File: src/rtl/gf2_poly_div_31by16.sv
`default_nettype none
// ============================================================================
// Module      : gf2_poly_div_31by16
// Description : Bit-serial GF(2) polynomial long divider. Divides a DW-bit
//               dividend by a VW-bit divisor of any degree, one dividend bit
//               per cycle (MSB first). Returns quotient, remainder and a
//               divide-by-zero flag over valid/ready handshakes.
// Revision    : 1.0  initial release
// ============================================================================
module gf2_poly_div_31by16 #(
  parameter int DW = 31,
  parameter int VW = 16
) (
  input  logic          clk,
  input  logic          rst,
  input  logic          in_valid,
  output logic          in_ready,
  input  logic [DW-1:0] dividend,
  input  logic [VW-1:0] divisor,
  output logic          out_valid,
  input  logic          out_ready,
  output logic [DW-1:0] quotient,
  output logic [VW-2:0] remainder,
  output logic          div_by_zero
);

  localparam int CW  = $clog2(DW);
  localparam int DGW = $clog2(VW);

  typedef enum logic [1:0] {
    IDLE = 2'd0,
    BUSY = 2'd1,
    DONE = 2'd2
  } state_t;

  state_t          state;
  logic [DW-1:0]   a_reg;
  // The divisor's top bit is only ever cancelled against a running remainder
  // bit that is already known to be 1, so only the low VW-1 bits are kept.
  logic [VW-2:0]   b_reg;
  logic [DGW-1:0]  deg;
  // deg(R) < deg(B) <= VW-1 always holds, so R never needs more than VW-1 bits.
  logic [VW-2:0]   r_reg;
  logic [DW-1:0]   q_reg;
  logic [CW-1:0]   cnt;

  logic [DGW-1:0]  deg_in;
  logic [VW-1:0]   rn;
  logic            qb;
  logic [VW-2:0]   r_next;

  // Priority encoder: index of the highest set divisor bit.
  always_comb begin
    deg_in = '0;
    for (int i = 0; i < VW; i++) begin
      if (divisor[i]) deg_in = DGW'(i);
    end
  end

  // One long-division step: bring down the next dividend bit, subtract (XOR)
  // the divisor when the leading term of the partial remainder is set.
  always_comb begin
    rn     = {r_reg, a_reg[cnt]};
    qb     = rn[deg];
    r_next = qb ? (rn[VW-2:0] ^ b_reg) : rn[VW-2:0];
  end

  // Control FSM with datapath registers and registered handshake outputs.
  always_ff @(posedge clk) begin
    if (rst) begin
      state       <= IDLE;
      in_ready    <= 1'b1;
      out_valid   <= 1'b0;
      quotient    <= '0;
      remainder   <= '0;
      div_by_zero <= 1'b0;
      cnt         <= '0;
      a_reg       <= '0;
      b_reg       <= '0;
      deg         <= '0;
      r_reg       <= '0;
      q_reg       <= '0;
    end else begin
      case (state)
        IDLE: begin
          if (in_valid) begin
            a_reg    <= dividend;
            b_reg    <= divisor[VW-2:0];
            deg      <= deg_in;
            r_reg    <= '0;
            q_reg    <= '0;
            cnt      <= CW'(DW - 1);
            in_ready <= 1'b0;
            if (divisor == '0) begin
              div_by_zero <= 1'b1;
              state       <= DONE;
            end else begin
              div_by_zero <= 1'b0;
              state       <= BUSY;
            end
          end
        end
        BUSY: begin
          r_reg <= r_next;
          q_reg <= {q_reg[DW-2:0], qb};
          if (cnt == '0) begin
            state <= DONE;
          end else begin
            cnt <= cnt - CW'(1);
          end
        end
        DONE: begin
          // First DONE cycle publishes the result; it then holds until taken.
          if (!out_valid) begin
            out_valid <= 1'b1;
            quotient  <= q_reg;
            remainder <= r_reg;
          end else if (out_ready) begin
            out_valid <= 1'b0;
            in_ready  <= 1'b1;
            state     <= IDLE;
          end
        end
        default: begin
          state     <= IDLE;
          in_ready  <= 1'b1;
          out_valid <= 1'b0;
        end
      endcase
    end
  end

endmodule
`default_nettype wire

File: config.mk
export PLATFORM = sky130hd
export DESIGN_NAME = gf2_poly_div_31by16
export DESIGN_NICKNAME = d
export VERILOG_FILES = /design/src/rtl/gf2_poly_div_31by16.sv
export SDC_FILE = /design/constraint.sdc
export NUM_CORES = 1
export LEC_CHECK = 0
export BUFFER_PORTS_ARGS = -buffer_cell sky130_fd_sc_hd__buf_2
export CORE_AREA = 2 2 196 140
export CTS_BUF_LIST = sky130_fd_sc_hd__clkbuf_16
export DETAILED_ROUTE_END_ITERATION = 8
export DIE_AREA = 0 0 198 142
export PLACE_DENSITY = 0.39
export SYNTH_ARGS = -nofsm -noshare
export SYNTH_HDL_FRONTEND = slang
export SYNTH_SLANG_ARGS = --single-unit
File: constraint.sdc
create_clock -name clk -period 2.2 [get_ports clk]
set_input_delay 0.11 -clock clk [delete_from_list [all_inputs] [get_ports clk]]
set_output_delay 0.11 -clock clk [all_outputs]
set_load 0.03 [all_outputs]
-- Yosys cells after proc, flatten, opt, wreduce, memory -nomap -nowiden
Cells that the tools add are included.
- $lt $le $gt $ge: 2
- mux-type cells: 41
- bitwise gates (word level): 3
- reduce and logical (&&, ||, !) cells: 11
- eq/ne operators: 7
- $add $sub $neg: 1
- operators with widths (operator ; count):
    one-hot mux 31 bit (2 select lines) ; 1
    two-way mux 4 bit ; 14
    two-way mux 31 bit ; 1
    two-way mux 15 bit ; 2
    one-hot mux 15 bit (2 select lines) ; 1
    zero test 16 bit ; 1
    bitwise XOR 15 bit ; 1
    two-way mux 2 bit ; 5
    two-way mux 5 bit ; 2
    != test 2 bit (second input constant) ; 5
    one-hot mux 5 bit (2 select lines) ; 1
    two-way mux 1 bit ; 9
    AND reduction 4 bit ; 2
    < comparator 5 x 6 -> 1 bit (second input constant) ; 1
    one-hot mux 2 bit (3 select lines) ; 1
    AND reduction 2 bit ; 3
    binary-select mux 1 bit (select 5 bit) ; 1
    zero test 5 bit ; 1
    < comparator 4 x 5 -> 1 bit (second input constant) ; 1
    subtractor 5 x 1 -> 5 bit (second input constant) ; 1
    binary-select mux 1 bit (select 4 bit) ; 1
    one-hot mux 1 bit (3 select lines) ; 1
    AND reduction 3 bit ; 1
    == test 2 x 1 -> 1 bit (second input constant) ; 1
    6 further kinds ; 7
- bits of input ports: 51
- flip-flop bits (word level): 152
- logic and storage cells: 77

-- Logic depth before layout (Yosys ltp)
- word-level depth: 15
- depth in mapped cells: 10
- gate-level depth less buffers: 9

-- Worst setup path after synthesis
Ideal clock, no wire load.
- path type: reg-to-reg
- from: register cnt[0]
- to: register r_reg[10]
- data required time: 2080 ps
- buffers on the path: 2
- cell stages (with the launch flop): 9
- period minus slack after synthesis: 2240 ps
- setup slack: -40 ps
- arrival time: 2120 ps
- library setup time: 120 ps
- path through: dfxtp_1 -> mux4_1 -> a32oi_1 -> a32oi_2 -> o21a_1 -> buf_6 -> buf_12 -> mux2i_1 -> or2_1
- cells in the longest elaborated chain, start to end: 6
- RTL lines (element ; RTL line ; text):
    start, declared ; 45 ; logic [CW-1:0] cnt;
    start signal, assigned ; 92 ; cnt <= CW'(DW - 1);
    start signal, assigned ; 109 ; cnt <= cnt - CW'(1);
    binary-select mux 1 bit (select 5 bit) ; 63 ; rn = {r_reg, a_reg[cnt]};
    two-way mux 1 bit (implied by the code) ; 63 ;
    binary-select mux 1 bit (select 4 bit) ; 64 ; qb = rn[deg];
    two-way mux 1 bit (implied by the code) ; 64 ;
    two-way mux 15 bit ; 65 ; r_next = qb ? (rn[VW-2:0] ^ b_reg) : rn[VW-2:0];
    one-hot mux 15 bit (2 select lines) ; 84 ; case (state)
    end signal, assigned ; 104 ; r_reg <= r_next;
    end, declared ; 43 ; logic [VW-2:0] r_reg;
No other way between the ends. The select of a mux whose other input is x is not followed.
A chain may end at the register's enable or synchronous reset.

-- Worst setup path after layout
- from: register cnt[0]
- to: register r_reg[6]
The elaborated chain is that of the path after synthesis.

==> impl_metrics.yaml <==
sta:
  tns_ns: 0
  worst_slew_pin_slew_ns: 0.866
  postLayoutSetupSlackWorst_ns: 0.00630
  drv_slew: 0
  hold_viol: 0
  whs_ns: 0.0719
  period_minus_slack_ns: 2.19
  finalCritPeriodShare_pct: 99.7
  finClkSkew_ns: 0.00939
  rsz0062_at_grt: "yes"
  setup_viol: 0
  clock.fmax_mhz: 456
  slew_headroom_pct: 42.2
detailed_routing:
  drt_iter0_drc: 329
  viasPerCell: 4.48
  finalWirelength_um: 19300
  num_vias: 5932
  dr.pass1.iters: 4
  post-route-drc-count: 0
  wl_per_cell_um: 14.6
  drt.antenna.violating_nets: 0
power:
  powerDensity_nw_per_um2: 869
  leakage_nw: 3.24
  ir_drop_mv: 0.494
placed_design:
  dp_hpwl_um: 12600
  port_buffers: 99
  place_congestion: 0.712
  preCtsSetupSlack_ns: 0.0237
global_routing:
  grt_max_degree: 76
  grt_pass1_wl_um: 31400
  grt_pass1_vias: 5797
  grt.total_usage_pct: 14.3
  antenna_found_initial: 0
  grt-ovfl-total: 0
layout:
  seq_area_sq_um: 3050
  area_delta_synth_final_pct: 34.0
  final_cell_mix: "nand2_1 (222), dfxtp_1 (149), a21oi_1 (134)"
  num_antenna_cells: 0
  drive_gt1_share_pct: 20.9
  fin_nets: 1001
  multi_input_area_sq_um: 3100
  layout_commonest_cell: "nand2_1"
  fillers: 2837
setup_path:
  worst_setup_path_start_kind: "flop"
  cp.required_ns: 2.52
  worstReg2RegEnd: "r_reg[6]"
  rr_worst_depth: 7
  regToRegSetupSlack_ns: 0.006
  path_class: "flop to flop"
  r2r_start: "cnt[0]"
  arrival_ns: 2.51
  critPathMaxFanout: 14
  end_kind: "flop"
logic_synthesis:
  yosys.area_share.simple_pct: 23.8
  async_reset_ff_share_pct: 0
  ys.flop_type: "dfxtp_1"
  synth_top_family_by_area: "simple AND/OR/NAND/NOR gates"
  synth_compound_area_share_pct: 16.5
  yosysSeqAreaShare_pct: 47.1
  syn_area_sq_um: 6460
  synth_fa_ha_area_share_pct: 0.388
  synth_edf_count: 0
  postSynthAreaPerCell_sq_um: 8.03
  synth_xor_area_share_pct: 0.407
  synth_mux_area_share_pct: 6.36
  syn_nets: 857
  syn_inst: 804
  synth_cell_type_count: 49
  synth_seq_cells: 152
  yosysWarnings: 0
job:
  max-cap-violations: 0
clock_tree:
  cts_buffer_depth: 2
  clk_latency_ns: 0.43
  cts_root_buffer: "clkbuf_16"
  cts_sinks: 152
  cts_tree: "built"
  cts_setup_buffers: 0
  htreeDepth: 4
  path_clk_slew_ns: 0.07
  numCtsBuffers: 17
min_path:
  worstHoldPathCells: 2
  hold_start: "rst"
  min_to: "div_by_zero"
  holdCritPathClass: "input port to flop"
die:
  die_height_um: 142
  row_count: 50
  initial_utilization_pct: 24.5
  die_w_um: 198
  design.core.area_sq_um: 26300
  pin_count: 100
  fp.dieArea_sq_um: 28100
run_status:
  status: "complete, no violations"
## through the flow
step / cells / instance area [sq um] / total power [mW] / util, %
after floorplan: 804 / 6460 / 3.81 / -
after global placement: 1246 / 7510 / 4.24 / 28.5
after detailed placement: 1246 / 7510 / 4.24 / 28.5
after CTS: 1324 / 8630 / 7.64 / 32.8
after global routing: 1324 / 8650 / 7.89 / 32.8
final: 1324 / 8650 / 7.52 / 32.8
## cells in the mapped netlist (all sizes together) (2+ instances only)
master,n,area share [%]
inv,19,1.1
nand2,222,13
mux4,8,3.0
a221oi,2,0.27
mux2,4,0.76
nor4,5,0.48
nand3b,3,0.35
a211oi,4,0.47
xor2,2,0.27
or3,16,1.7
nand3,46,3.6
o21a,3,0.35
mux2i,17,2.6
a21oi,134,10
buf,15,1.6
nand4,2,0.19
a311oi,2,0.27
nor3,10,0.78
dfxtp,152,47
nor3b,3,0.43
or2,14,1.4
o211ai,2,0.23
a32oi,16,2.3
nor2b,4,0.39
nor2,17,0.99
ha,2,0.39
clkbuf,47,2.7
o21ai,20,1.6
nand2b,3,0.29
## critical path, cell delays in order (launching register included)
cell and delay [ns]:
dfxtp_2 0.36, mux4_1 0.58, a32oi_2 0.25, a32oi_2 0.15, o21a_1 0.23, buf_12 0.17
mux2i_1 0.12, or2_1 0.23
## routing by layer
layer | wire length [um] | track usage, %
met1 | 10200 | 20.4
met2 | 8390 | 21.5
met3 | 607 | 3.34
met5 | 0 | 0
met4 | 162 | 3.68
## final cells by class
type | count | area share, %
Multi-Input combinational cell | 571 | 35.9
Sequential cell | 152 | 35.2
Timing Repair Buffer | 187 | 15.4
Tap cell | 364 | 5.26
Clock buffer | 17 | 4.92
Clock inverter | 14 | 2.53
Inverter | 19 | 0.824
## worst max-delay path by stage
stage | startpoint | end | slack [ns] | depth (start not counted)
floorplan | cnt[0] | r_reg[10] | 0.02 | 8
detailed placement | cnt[0] | r_reg[2] | 0.02 | 7
finish | cnt[0] | r_reg[6] | 0.006 | 7
CTS | cnt[0] | r_reg[6] | 0.01 | 7
global placement | cnt[0] | r_reg[8] | 0.04 | 7
global route | cnt[0] | r_reg[6] | -0.08 | 8
## logic make-up after synthesis
family                     count (synthesis)
and+or+nand+nor                          348
AOI/OAI and AO/OA                        189
buffers and inverters                     81
adders and majority gates                  2
DFF                                      152
xor gates and xnor gates                   3
muxes                                     29
## timing repair
item	CTS	global route
endpoints found under the hold margin	47	0
hold buffers	47	0
endpoints found under the setup margin	0	18
resized for setup	0	7
## power by group
| group | internal (mW) | switching [mW] | leakage, nW | total (mW) |
|---|---|---|---|---|
| combinational | 0.508 | 0.718 | 1.70 | 1.23 |
| sequential | 2.89 | 0.124 | 1.24 | 3.01 |
| clock | 2.02 | 1.26 | 0.313 | 3.28 |
(Power assumes the default switching activity.)
